`config.mk`:
```
export PLATFORM = sky130hd
export DESIGN_NAME = ram_lsu
export DESIGN_NICKNAME = d
export VERILOG_FILES = /design/src/rtl/ram_lsu_pkg.sv /design/src/rtl/ram_lsu_align.sv /design/src/rtl/ram_lsu.sv
export SDC_FILE = /design/constraint.sdc
export NUM_CORES = 1
export LEC_CHECK = 0
export CELL_PAD_IN_SITES_DETAIL_PLACEMENT = 1
export CELL_PAD_IN_SITES_GLOBAL_PLACEMENT = 2
export CORE_UTILIZATION = 31
export DETAILED_ROUTE_END_ITERATION = 8
export PLACE_DENSITY_LB_ADDON = 0.25
export SLEW_MARGIN = 15
export SYNTH_ARGS = -nofsm -noshare
export SYNTH_HDL_FRONTEND = slang
export SYNTH_SLANG_ARGS = --single-unit
```
`constraint.sdc`:
```
create_clock -name clock -period 2.5 [get_ports clock]
set_input_delay 0.375 -clock clock [delete_from_list [all_inputs] [get_ports clock]]
set_output_delay 0.375 -clock clock [all_outputs]
set_load 0.05 [all_outputs]
```
`src/rtl/ram_lsu_pkg.sv`:
```
// Shared types and helpers for the byte-enabled RAM load/store initiator.
// Latency: n/a (declarations only).
// Backpressure: n/a.
//
// Contents: size encodings, FSM states, byte-mask/size helpers and the
// load-pipeline tag layout.
package ram_lsu_pkg;

  localparam logic [1:0] SZ_BYTE = 2'd0;
  localparam logic [1:0] SZ_HALF = 2'd1;
  localparam logic [1:0] SZ_WORD = 2'd2;

  typedef enum logic {
    IDLE   = 1'b0,
    SECOND = 1'b1
  } state_t;

  // Travels alongside each issued read so the returning ram_q can be
  // interpreted one cycle later.
  typedef struct packed {
    logic       vld;     // a read was issued last cycle
    logic [1:0] off;     // byte offset of the original request
    logic [1:0] size;    // request size encoding
    logic       sgn;     // sign-extend on completion
    logic       first;   // first half of a split read
    logic       second;  // second half of a split read
  } tag_t;

  // Size 3 is treated as a word.
  function automatic logic [3:0] byte_mask(input logic [1:0] size);
    case (size)
      SZ_BYTE: byte_mask = 4'b0001;
      SZ_HALF: byte_mask = 4'b0011;
      default: byte_mask = 4'b1111;
    endcase
  endfunction

  function automatic logic [2:0] size_bytes(input logic [1:0] size);
    case (size)
      SZ_BYTE: size_bytes = 3'd1;
      SZ_HALF: size_bytes = 3'd2;
      default: size_bytes = 3'd4;
    endcase
  endfunction

  // True when the access spills past the end of its word.
  function automatic logic is_split(input logic [1:0] off, input logic [1:0] size);
    is_split = ({1'b0, off} + size_bytes(size)) > 3'd4;
  endfunction

endpackage

```
`src/rtl/ram_lsu_align.sv`:
```
// Lane alignment: store shift/mask generation and load merge/extension.
// Latency: purely combinational.
// Backpressure: none; outputs follow inputs.
//
// Ports:
//   st_off/st_size/st_second/st_wdata -> st_wren/st_data  (store side)
//   ld_off/ld_size/ld_signed/ld_second/ld_q/ld_lo -> ld_data (load side)
module ram_lsu_align
  import ram_lsu_pkg::*;
(
  input  logic [1:0]  st_off,
  input  logic [1:0]  st_size,
  input  logic        st_second,
  input  logic [31:0] st_wdata,
  output logic [3:0]  st_wren,
  output logic [31:0] st_data,
  input  logic [1:0]  ld_off,
  input  logic [1:0]  ld_size,
  input  logic        ld_signed,
  input  logic        ld_second,
  input  logic [31:0] ld_q,
  input  logic [31:0] ld_lo,
  output logic [31:0] ld_data
);

  logic [7:0]  mask_wide;
  logic [63:0] data_wide;
  logic [63:0] ld_wide;
  logic [31:0] ld_aligned;

  // Shifting into a two-word window yields both halves of a split access at
  // once: the low word is the first RAM access, the high word the second.
  always_comb begin
    mask_wide = {4'b0000, byte_mask(st_size)} << st_off;
    data_wide = {32'h0, st_wdata} << {st_off, 3'b000};
    if (st_second) begin
      st_wren = mask_wide[7:4];
      st_data = data_wide[63:32];
    end else begin
      st_wren = mask_wide[3:0];
      st_data = data_wide[31:0];
    end
  end

  // The low buffer holds the whole first word; selecting 32 bits starting at
  // the byte offset picks lanes off..3 of it followed by the second word.
  always_comb begin
    ld_wide    = ld_second ? {ld_q, ld_lo} : {32'h0, ld_q};
    ld_aligned = ld_wide[{ld_off, 3'b000} +: 32];
    case (ld_size)
      SZ_BYTE: ld_data = {{24{ld_signed & ld_aligned[7]}}, ld_aligned[7:0]};
      SZ_HALF: ld_data = {{16{ld_signed & ld_aligned[15]}}, ld_aligned[15:0]};
      default: ld_data = ld_aligned;
    endcase
  end

endmodule

```
`src/rtl/ram_lsu.sv`:
```
// Load/store initiator for a byte-enabled simple-dual-port RAM; splits unaligned accesses.
// Latency: aligned load rsp 2 cycles after accept, split load 3 cycles; stores have no rsp.
// Backpressure: req_ready drops for the one cycle a split's second access issues; rsp has none.
//
// Ports:
//   clock, reset_n                      clock and async active-low reset
//   req_valid/req_ready/req_write/req_size/req_signed/req_addr/req_wdata  request
//   rsp_valid, rsp_rdata                extended load data, one-cycle pulse
//   ram_data/ram_wraddress/ram_wren     RAM write port
//   ram_rdaddress/ram_rden/ram_q        RAM read port (q one cycle after address)
module ram_lsu
  import ram_lsu_pkg::*;
#(
  parameter int DATA_WIDTH = 32,
  parameter int ADDR_WIDTH = 8
) (
  input  logic                  clock,
  input  logic                  reset_n,
  input  logic                  req_valid,
  output logic                  req_ready,
  input  logic                  req_write,
  input  logic [1:0]            req_size,
  input  logic                  req_signed,
  input  logic [ADDR_WIDTH+1:0] req_addr,
  input  logic [DATA_WIDTH-1:0] req_wdata,
  output logic                  rsp_valid,
  output logic [DATA_WIDTH-1:0] rsp_rdata,
  output logic [DATA_WIDTH-1:0] ram_data,
  output logic [ADDR_WIDTH-1:0] ram_wraddress,
  output logic [ADDR_WIDTH-1:0] ram_rdaddress,
  output logic [3:0]            ram_wren,
  output logic                  ram_rden,
  input  logic [DATA_WIDTH-1:0] ram_q
);

  localparam logic [ADDR_WIDTH-1:0] WA_ONE = ADDR_WIDTH'(1);

  state_t state, state_nxt;

  logic accept;
  logic req_split;

  // Request held for the second half of a split access.
  logic                  l_write;
  logic                  l_signed;
  logic [1:0]            l_size;
  logic [1:0]            l_off;
  logic [ADDR_WIDTH-1:0] l_wa;
  logic [31:0]           l_wdata;

  // The access being presented to the RAM this cycle.
  logic                  iss;
  logic                  i_write;
  logic                  i_signed;
  logic                  i_first;
  logic                  i_second;
  logic [1:0]            i_size;
  logic [1:0]            i_off;
  logic [ADDR_WIDTH-1:0] i_wa;
  logic [31:0]           i_wdata;

  tag_t        s1_tag, tag_nxt;
  logic [31:0] lo_buf;
  logic [3:0]  st_wren;
  logic [31:0] st_data;
  logic [31:0] ld_data;

  assign req_split = is_split(req_addr[1:0], req_size);
  assign accept    = req_valid && req_ready;

  // ---------------- FSM: state register ----------------
  always_ff @(posedge clock or negedge reset_n) begin
    if (!reset_n) state <= IDLE;
    else          state <= state_nxt;
  end

  // ---------------- FSM: next state ----------------
  always_comb begin
    state_nxt = state;
    case (state)
      IDLE:    if (accept && req_split) state_nxt = SECOND;
      SECOND:  state_nxt = IDLE;
      default: state_nxt = IDLE;
    endcase
  end

  // ---------------- FSM: outputs / issue select ----------------
  always_comb begin
    req_ready = 1'b0;
    iss       = 1'b0;
    i_write   = req_write;
    i_signed  = req_signed;
    i_size    = req_size;
    i_off     = req_addr[1:0];
    i_wa      = req_addr[ADDR_WIDTH+1:2];
    i_wdata   = req_wdata;
    i_first   = req_split;
    i_second  = 1'b0;
    case (state)
      IDLE: begin
        // reset_n gating keeps ready low while reset is held.
        req_ready = reset_n;
        iss       = req_valid & reset_n;
      end
      SECOND: begin
        iss      = 1'b1;
        i_write  = l_write;
        i_signed = l_signed;
        i_size   = l_size;
        i_off    = l_off;
        i_wa     = l_wa + WA_ONE;  // wraps to word 0 at the top of the RAM
        i_wdata  = l_wdata;
        i_first  = 1'b0;
        i_second = 1'b1;
      end
      default: ;
    endcase
  end

  // ---------------- split request latch ----------------
  always_ff @(posedge clock or negedge reset_n) begin
    if (!reset_n) begin
      l_write  <= 1'b0;
      l_signed <= 1'b0;
      l_size   <= 2'd0;
      l_off    <= 2'd0;
      l_wa     <= '0;
      l_wdata  <= 32'h0;
    end else if (state == IDLE && accept && req_split) begin
      l_write  <= req_write;
      l_signed <= req_signed;
      l_size   <= req_size;
      l_off    <= req_addr[1:0];
      l_wa     <= req_addr[ADDR_WIDTH+1:2];
      l_wdata  <= req_wdata;
    end
  end

  // ---------------- lane alignment ----------------
  ram_lsu_align u_align (
    .st_off    (i_off),
    .st_size   (i_size),
    .st_second (i_second),
    .st_wdata  (i_wdata),
    .st_wren   (st_wren),
    .st_data   (st_data),
    .ld_off    (s1_tag.off),
    .ld_size   (s1_tag.size),
    .ld_signed (s1_tag.sgn),
    .ld_second (s1_tag.second),
    .ld_q      (ram_q),
    .ld_lo     (lo_buf),
    .ld_data   (ld_data)
  );

  assign ram_wren      = (iss && i_write) ? st_wren : 4'b0000;
  assign ram_rden      = iss & ~i_write;
  assign ram_wraddress = i_wa;
  assign ram_rdaddress = i_wa;
  assign ram_data      = st_data;

  // ---------------- load pipeline ----------------
  always_comb begin
    tag_nxt        = '0;
    tag_nxt.vld    = iss & ~i_write;
    tag_nxt.off    = i_off;
    tag_nxt.size   = i_size;
    tag_nxt.sgn    = i_signed;
    tag_nxt.first  = i_first;
    tag_nxt.second = i_second;
  end

  // The tag lines up with ram_q one cycle after the read was issued.
  always_ff @(posedge clock or negedge reset_n) begin
    if (!reset_n) s1_tag <= '0;
    else          s1_tag <= tag_nxt;
  end

  always_ff @(posedge clock or negedge reset_n) begin
    if (!reset_n) begin
      lo_buf    <= 32'h0;
      rsp_valid <= 1'b0;
      rsp_rdata <= '0;
    end else begin
      if (s1_tag.vld && s1_tag.first) lo_buf <= ram_q;
      rsp_valid <= s1_tag.vld & ~s1_tag.first;
      if (s1_tag.vld && !s1_tag.first) rsp_rdata <= ld_data;
    end
  end

endmodule

```
Word-level counts from Yosys, hierarchy flattened
Index checks and enable logic that the tools add are counted.
{"block": "totals", "ff_bits": 120, "in_bits": 81, "output_inout_bits": 87, "elab_cells": 63}
{"block": "op_classes", "n_addsub": 2, "n_lt_le_gt_ge": 1, "n_eq_ne": 3, "n_shift": 3, "muxes": 19, "bitwise_logic": 8, "reduce_logical": 11}
{"op": "$mux W32", "count": 2}
{"op": "$mux W64", "count": 1}
{"op": "$pmux W32 S2", "count": 1}
{"op": "$shiftx A64 B6 Y32", "count": 1}
{"op": "$shl A32 B5 Y64", "count": 1}
{"op": "$add A8 B1 Y8 const B", "count": 1}
{"op": "$mux W4", "count": 2}
{"op": "$mux W8", "count": 1}
{"op": "$pmux W4 S2", "count": 1}
{"op": "$shl A4 B2 Y8", "count": 1}
{"op": "$logic_and A1 B1 Y1", "count": 7}
{"op": "$eq A2 B1 Y1 const B", "count": 3}
{"op": "$logic_not A2 Y1", "count": 3}
{"op": "$mux W1", "count": 6}
{"op": "$pmux W3 S2", "count": 1}
{"op": "$and A1 B1 Y1", "count": 5}
{"op": "$mux W2", "count": 2}
{"op": "$pmux W1 S2", "count": 2}
{"op": "$add A2 B3 Y3", "count": 1}
{"op": "$gt A3 B3 Y1 const B", "count": 1}
{"op": "$not A1 Y1", "count": 3}
{"op": "$logic_not A1 Y1", "count": 1}

Longest topological paths before layout
Gate-level depths: netlist (run 1).
{"block": "logic_depth", "ltp_word": 7, "ltp_mapped": 9, "mapped_depth_nobuf": 7}

Modules after synthesis
Synthesis (run 1) repeated with hierarchy kept, for this count alone.
{"block": "hier_totals", "hier_cells": 685, "area_unflattened_um2": 7759.9}
{"module": "ram_lsu", "instances": 1, "cells_each": 347, "area_per_inst_um2": 5285.1, "seq_area_each_um2": 3002.9}
{"module": "ram_lsu_align", "instances": 1, "cells_each": 338, "area_per_inst_um2": 2474.9, "seq_area_each_um2": 0.0}

Worst setup path after synthesis (run 1)
No wires, ideal clock.
{"block": "synth_timing", "path_type": "reg-to-output", "startpoint": "register state", "endpoint": "output ram_wraddress[0]", "arrival_ns": 2.497, "required_time_ns": 2.125, "setup_slack_ns": -0.372, "stages_incl_launch_ff": 6, "cell_sequence": "dfrtp_1 buf_2 clkbuf_1 clkbuf_1 mux2i_1 buf_4"}
{"block": "synth_between", "elab_chain_len": 1}
{"element": "start, declared", "line_no": "ram_lsu.sv:38", "source": "state_t state, state_nxt;"}
{"element": "start signal, assigned", "line_no": "ram_lsu.sv:74", "source": "else state <= state_nxt;"}
{"element": "$mux W8", "line_no": "ram_lsu.sv:99", "source": "case (state)"}
{"element": "end, declared", "line_no": "ram_lsu.sv:29", "source": "output logic [ADDR_WIDTH-1:0] ram_wraddress,"}
Every way passes these cells.

Final worst setup path (run 1)
{"block": "layout_timing", "startpoint": "register state", "endpoint": "output ram_data[30]"}
{"block": "layout_between", "elab_chain_len": 3}
{"element": "$mux W32 or $mux W2 (tied branches)", "line_no": "ram_lsu.sv:99"}
{"element": "$shl A32 B5 Y64", "line_no": "ram_lsu_align.sv:35", "source": "data_wide = {32'h0, st_wdata} << {st_off, 3'b000};"}
{"element": "$mux W32 (*)", "line_no": "ram_lsu_align.sv:36", "source": "if (st_second) begin"}
{"element": "end, declared", "line_no": "ram_lsu.sv:28", "source": "output logic [DATA_WIDTH-1:0] ram_data,"}
Mark *: on every way between the ends. The rest lies on a longest branch, timed or not.

==> results.py, run 1 <==
metrics = {
    "placed_design": {
        "io_buffers": 167,
        "place_ws_ps": -291,
        "place.gp.congestion": 0.835,
        "placed_cell_area_sq_um": 9560,
        "hpwl_microns": 16800,
    },
    "cts": {
        "ctsHtreeMaxLevel": 4,
        "clkSlewWorstSetupHoldPaths_ps": 50,
        "clock-root-buffer": "clkbuf_16",
        "clockBufferDepth": 2,
        "worstSkewPairLatency_ps": 420,
        "cts_tree": "done",
        "cts_made_buffers": 17,
        "cts_sinks": 114,
    },
    "yosys": {
        "synthesis.nets": 770,
        "synth_warnings": 0,
        "ys_seq_elements": 114,
        "synth_edf_count": 0,
        "yosys_most_used_dff": "dfrtp_1",
        "postSynth.asyncResetShare_pct": 100,
        "yosys.cell_count.top_type": "nand2_1",
        "synth_cell_type_count": 45,
        "yosysTopAreaCell": "dfrtp_1",
        "synthesis.area_sq_um": 7010,
        "yosys-top-cells-area": "dfrtp_1 41%, mux2_2 14%, mux2i_1 8.3%, nand2_1 6.2%, mux4_2 5.1%",
        "post_synth.cell_area_avg_sq_um": 10.2,
        "syn_inst": 686,
        "synth_common_cells": "116 x nand2_1, 114 x dfrtp_1, 85 x mux2_2, 58 x mux2i_1, 31 x a21oi_1",
        "yosysSeqAreaShare_pct": 40.7,
        "netlist.area_leader.share_pct": 40.7,
    },
    "finish": {
        "fillCellCount": 2361,
        "fin_area_sq_um": 10700,
        "final_nets": 958,
        "syn2layout_area_growth_pct": 52.7,
        "drive_gt1_share_pct": 37.5,
    },
    "power": {
        "combPwrFrac_pct": 43.0,
        "ir_drop_uv": 309,
        "p_clk_share_pct": 24.9,
        "seqPwrFrac_pct": 32.1,
        "power.total_mw": 9.36,
        "p_int_mw": 5.78,
        "switchingPower_mw": 3.58,
        "swShare_pct": 38.3,
        "leakage_nw": 4.57,
        "power_density_nw_per_um2": 874,
    },
    "timing": {
        "finalCritPeriodShare_pct": 105,
        "fin_skew_ps": 7.93,
        "hold_ws_ps": 155,
        "finalHoldViolations": 0,
        "timing.final.ws_setup_ps": -116,
        "setup_viol": 24,
        "fmax_ghz": 0.382,
        "slew_headroom_pct": 46.3,
        "fin_crit_ps": 2620,
        "drv_slew": 0,
        "tightest_slew_ps": 805,
        "rsz0062_at_grt": "yes",
        "tns_ps": -1460,
    },
    "critical_path": {
        "cp_common_cell": "buf_12",
        "reg2reg_from": "s1_tag[5]",
        "r2r-end": "rsp_rdata[11]",
        "cp_max_fo": 11,
        "cp_cell_sequence": "mux2i_4 > clkinv_4 > buf_12 > mux2i_2 > a211oi_2 > buf_12",
        "crit_arrival_ps": 2240,
        "crit_required_ps": 2120,
        "cpMaxStageDelayCell": "dfrtp_2",
        "start_kind": "flop",
        "rrSetupSlack_ps": 420,
        "timing.critical_path.buf_inv": 3,
        "cp-end-kind": "output pin",
        "critPathTopFamily": "buffers and inverters",
        "slowest_delay_ps": 430,
        "r2r_cells": 6,
        "path_class": "flop to output pin",
    },
    "floorplan": {
        "die_area_sq_um": 23200,
        "ios": 168,
        "num_rows": 54,
        "die_h_microns": 152,
        "core_area_sq_um": 22000,
        "fp.dieW_microns": 152,
        "initial_core_util_pct": 31.8,
    },
    "routing": {
        "routed-wl-met3_microns": 1100,
        "postRouteAntennaNets": 0,
        "drtPass1Iterations": 9,
        "totalWireLength_microns": 24700,
        "wl_per_cell_microns": 21.2,
        "drc": 14,
        "via_per_inst": 5.40,
        "top_layer_used": "met4",
        "met2RoutedLength_microns": 12500,
        "vias": 6298,
        "dr.first_iter.drc_count": 234,
        "met1_length_microns": 10400,
    },
    "global_route": {
        "grt_pass1_vias": 6759,
        "grt_use_total_pct": 21.0,
        "grt_max_degree": 63,
        "grt_overflow_total": 0,
        "antenna_found_initial": 1,
        "grt_pass1_wl_microns": 37800,
    },
    "run_status": {
        "violations": "design-rule violations, negative setup slack",
        "status": "finished with violations",
    },
    "min_path": {
        "hold_class": "input pin to async pin",
    },
    "flow_run": {
        "maxCapViolCount": 0,
    },
}
sequential cells by signal (all words and copies together), names as in the netlist, 2 cells and up:
signal / flops
s1_tag: 8
lo_buf: 32
l_wdata: 26
rsp_rdata: 32
l_wa: 8
l_size: 2
l_off: 2
power by group through the flow:
stage	registers (mW)	logic (mW)	clock network (mW)
global route	3.11	4.25	2.44
floorplan	3.50	1.87	0
CTS	3.00	3.88	2.36
detailed placement	3.02	3.81	0
global placement	2.96	3.72	0
finish	3.01	4.03	2.33
placed cells by master, fill, tap and decap left out, types with 16 or more instances in the layout:
cell             Yosys  layout
buf_4               13      57
dfrtp_1            114     111
nor2_1              30      28
clkdlybuf4s50_1      0     111
a22oi_1             16      16
a22o_1              18      18
buf_12               0      41
clkbuf_16            0      23
mux2i_1             58      51
nand2_1            116     100
mux4_2              16      16
mux2_2              85      84
area by class of cell:
cell class                      count  area [sq um]  area share, %
Antenna cell                        1          2.50         0.0234
Clock buffer                       24           502           4.68
Clock inverter                      6          55.1          0.514
Inverter                            7          31.3          0.292
Multi-Input combinational cell    504          4210           39.3
Sequential cell                   114          2860           26.7
Tap cell                          280           350           3.27
Timing Repair Buffer              230          2710           25.3
routing by layer:
metal / track usage (%) / vias up
met4: 9.14 / 0
met3: 4.10 / 36
li1: - / 2858
met2: 36.2 / 184
met5: 0 / -
met1: 25.5 / 3220
metrics by stage:
step	instances	util, %
detailed placement	1120	43.4
finish	1166	48.6
CTS	1156	46.7
floorplan	686	-
global placement	1120	43.4
global route	1165	48.6
worst register-to-register path: cells and delay by family (launching register included):
family                 cells  cell delay, ps
DFF                        1             560
and+or+nand+nor            2             210
buffers and inverters      1             420
AOI/OAI and AO/OA          1              90
muxes                      2             730
kinds of logic (layout without fill, tap and decap cells):
family | Yosys count | count (layout) | synth area share (%)
DFF | 114 | 114 | 40.7
buffers and inverters | 68 | 267 | 4.80
and+or+nand+nor | 191 | 191 | 11.7
muxes | 160 | 160 | 27.3
other | 0 | 1 | 0
adders and majority gates | 3 | 3 | 0.642
xor gates and xnor gates | 7 | 7 | 0.874
AOI/OAI and AO/OA | 143 | 143 | 14.0
worst max path at each step:
stage / to / from / cells after the start
CTS: ram_data[25] / state / 6
finish: ram_data[30] / state / 6
floorplan: ram_wraddress[0] / state / 5
global placement: l_wdata[21] / req_size[1] / 10
detailed placement: l_wa[2] / req_size[1] / 9
global route: ram_data[7] / state / 8
what timing repair did:
item                       4_1_cts  5_1_grt
pin swaps                       12       34
buffers inserted                 4        6
hold endpoints to repair         0        0
gates cloned                     2        3
setup endpoints to repair       36       36
hold buffers                     0        0
resized for setup               26       78
No activity file was read; power rests on OpenSTA's default activity.
==> run 2, diff against run 1 <==
--- a/constraint.sdc
+++ b/constraint.sdc
@@ -3,2 +3,2 @@
 set_output_delay 0.375 -clock clock [all_outputs]
-set_load 0.05 [all_outputs]
+set_load 0.01 [all_outputs]
==> results.py, run 2 (synthesis gave the netlist of run 1 again) <==
metrics = {
    "finish": {
        "layout.cells.most_common_list": "111 x clkdlybuf4s50_1, 111 x dfrtp_1, 110 x nand2_1, 82 x mux2_2, 54 x buf_4",
        "stdcell_count": 1182,
        "drive_gt1_share_pct": 32.2,
        "syn2layout_area_growth_pct": 45.9,
        "largestRegisters": "lo_buf: 32 flops, rsp_rdata: 32 flops, l_wdata: 26 flops",
        "final_nets": 972,
    },
    "timing": {
        "finalCritPeriodShare_pct": 104,
        "tightest_slew_ps": 636,
        "drv_slew": 0,
        "setup_viol": 19,
        "timing.final.ws_setup_ps": -105,
        "finalHoldViolations": 0,
        "fin_skew_ps": 9.10,
        "fin_crit_ps": 2610,
        "rsz0062_at_grt": "yes",
        "fmax_ghz": 0.384,
        "hold_ws_ps": 228,
        "slew_headroom_pct": 57.6,
        "tns_ps": -525,
    },
    "routing": {
        "vias": 6239,
        "drc": 10,
        "drtPass1Iterations": 8,
        "dr.first_iter.drc_count": 279,
        "via_per_inst": 5.28,
        "totalWireLength_microns": 24100,
        "wl_per_cell_microns": 20.4,
        "postRouteAntennaNets": 0,
    },
    "placed_design": {
        "hpwl_microns": 16400,
        "place_ws_ps": -455,
        "placed_cells": 1120,
        "io_buffers": 167,
        "place.gp.congestion": 0.826,
    },
    "cts": {
        "clkSlewWorstSetupHoldPaths_ps": 60,
        "cts_tree": "done",
        "clock-root-buffer": "clkbuf_16",
        "worstSkewPairLatency_ps": 420,
        "cts_made_buffers": 17,
        "ctsHtreeMaxLevel": 4,
        "clockBufferDepth": 2,
        "cts_sinks": 114,
    },
    "critical_path": {
        "path_class": "flop to output pin",
        "reg2reg_from": "state",
        "cp-end-kind": "output pin",
        "rrSetupSlack_ps": 220,
        "cp_common_cell": "buf_4",
        "crit_arrival_ps": 2230,
        "r2r-end": "l_wdata[27]",
        "start_kind": "flop",
        "slowest_delay_ps": 440,
        "cp_cell_sequence": "mux2i_4 > buf_4 > buf_6 > buf_4 > nand2_1 > and3_1 > a211oi_2 > buf_2",
        "crit_required_ps": 2120,
        "r2r_cells": 8,
        "cpMaxStageDelayCell": "dfrtp_2",
        "cp_max_fo": 5,
    },
    "floorplan": {
        "initial_core_util_pct": 31.8,
        "num_rows": 54,
        "fp.dieW_microns": 152,
        "ios": 168,
        "core_area_sq_um": 22000,
        "die_area_sq_um": 23200,
        "die_h_microns": 152,
    },
    "power": {
        "power_density_nw_per_um2": 803,
        "leakage_nw": 4.57,
        "power.total_mw": 8.22,
        "ir_drop_uv": 343,
    },
    "min_path": {
        "hold_class": "input pin to async pin",
    },
    "global_route": {
        "grt_pass1_vias": 6846,
        "grt_max_degree": 115,
        "grt_pass1_wl_microns": 39000,
        "grt_overflow_total": 0,
        "grt_use_total_pct": 21.5,
        "antenna_found_initial": 1,
    },
    "run_status": {
        "violations": "design-rule violations, negative setup slack",
        "status": "finished with violations",
    },
    "flow_run": {
        "maxCapViolCount": 0,
    },
}
-- run 2: cell count changes in the layout (fill, tap and decap cells not counted), moves of 6 or more --
cell            change
o21ai_2             -6
a21oi_1            +12
o22ai_1             +7
a21oi_2            -11
nand2_2             -7
dlymetal6s2s_1     +16
clkinvlp_4          +6
nand2_1            +10
buf_12             -31
buf_2              +29
-- run 2: per-layer routing --
metal / wire length (microns) / global-route usage, % / vias to the layer above
met2: 12100 / 37.2 / 197
met3: 1250 / 4.81 / 47
met1: 10200 / 26.0 / 3111
met4: 604 / 8.32 / 0
li1: - / - / 2884
met5: 0 / 0 / -
-- run 2: where the power goes --
group,internal [mW],leakage (nW),switching (mW)
logic,1.63,2.93,1.26
clock network,1.37,0.258,0.947
registers,2.49,1.38,0.510
-- run 2: layout make-up --
| type | count | area [sq um] |
|---|---|---|
| Clock inverter | 15 | 138 |
| Timing Repair Buffer | 244 | 2410 |
| Inverter | 7 | 28.8 |
| Tap cell | 280 | 350 |
| Fill cell | 2395 | 11800 |
| Clock buffer | 17 | 425 |
| Antenna cell | 1 | 2.50 |
| Multi-Input combinational cell | 504 | 4030 |
| Sequential cell | 114 | 2860 |
-- run 2: worst max-delay path, delay by kind of cell, from the launching register on --
family	cells	cell delay (ps)
AO/OA/AOI/OAI	1	220
buffers and inverters	4	590
flip-flops	1	440
multiplexers	1	350
AND/OR/NAND/NOR	2	210
-- run 2: metrics by stage --
| step | util, % | instance area, sq um |
|---|---|---|
| 6_report | 46.5 | 10200 |
| 5_1_grt | 46.5 | 10200 |
| 4_1_cts | 45.8 | 10100 |
| 3_5_place_dp | 41.8 | 9210 |
| 3_3_place_gp | 41.8 | 9210 |
| 2_1_floorplan | - | 7010 |
-- run 2: timing repair --
item,4_1_cts,5_1_grt
hold buffers,0,0
buffers inserted,21,4
resized for setup,190,42
cloned,5,1
setup endpoints to repair,82,81
pin swaps,12,7
-- run 2: worst max path at each step --
stage / start / endpoint / slack [ps] / cells after the start
6_report: state / ram_data[24] / -110 / 8
5_1_grt: state / ram_data[7] / -150 / 8
4_1_cts: state / ram_wren[1] / -60 / 7
3_5_place_dp: req_size[1] / l_wdata[12] / -450 / 9
3_3_place_gp: req_addr[0] / ram_data[16] / -400 / 8
2_1_floorplan: req_addr[1] / l_wdata[11] / 100 / 8
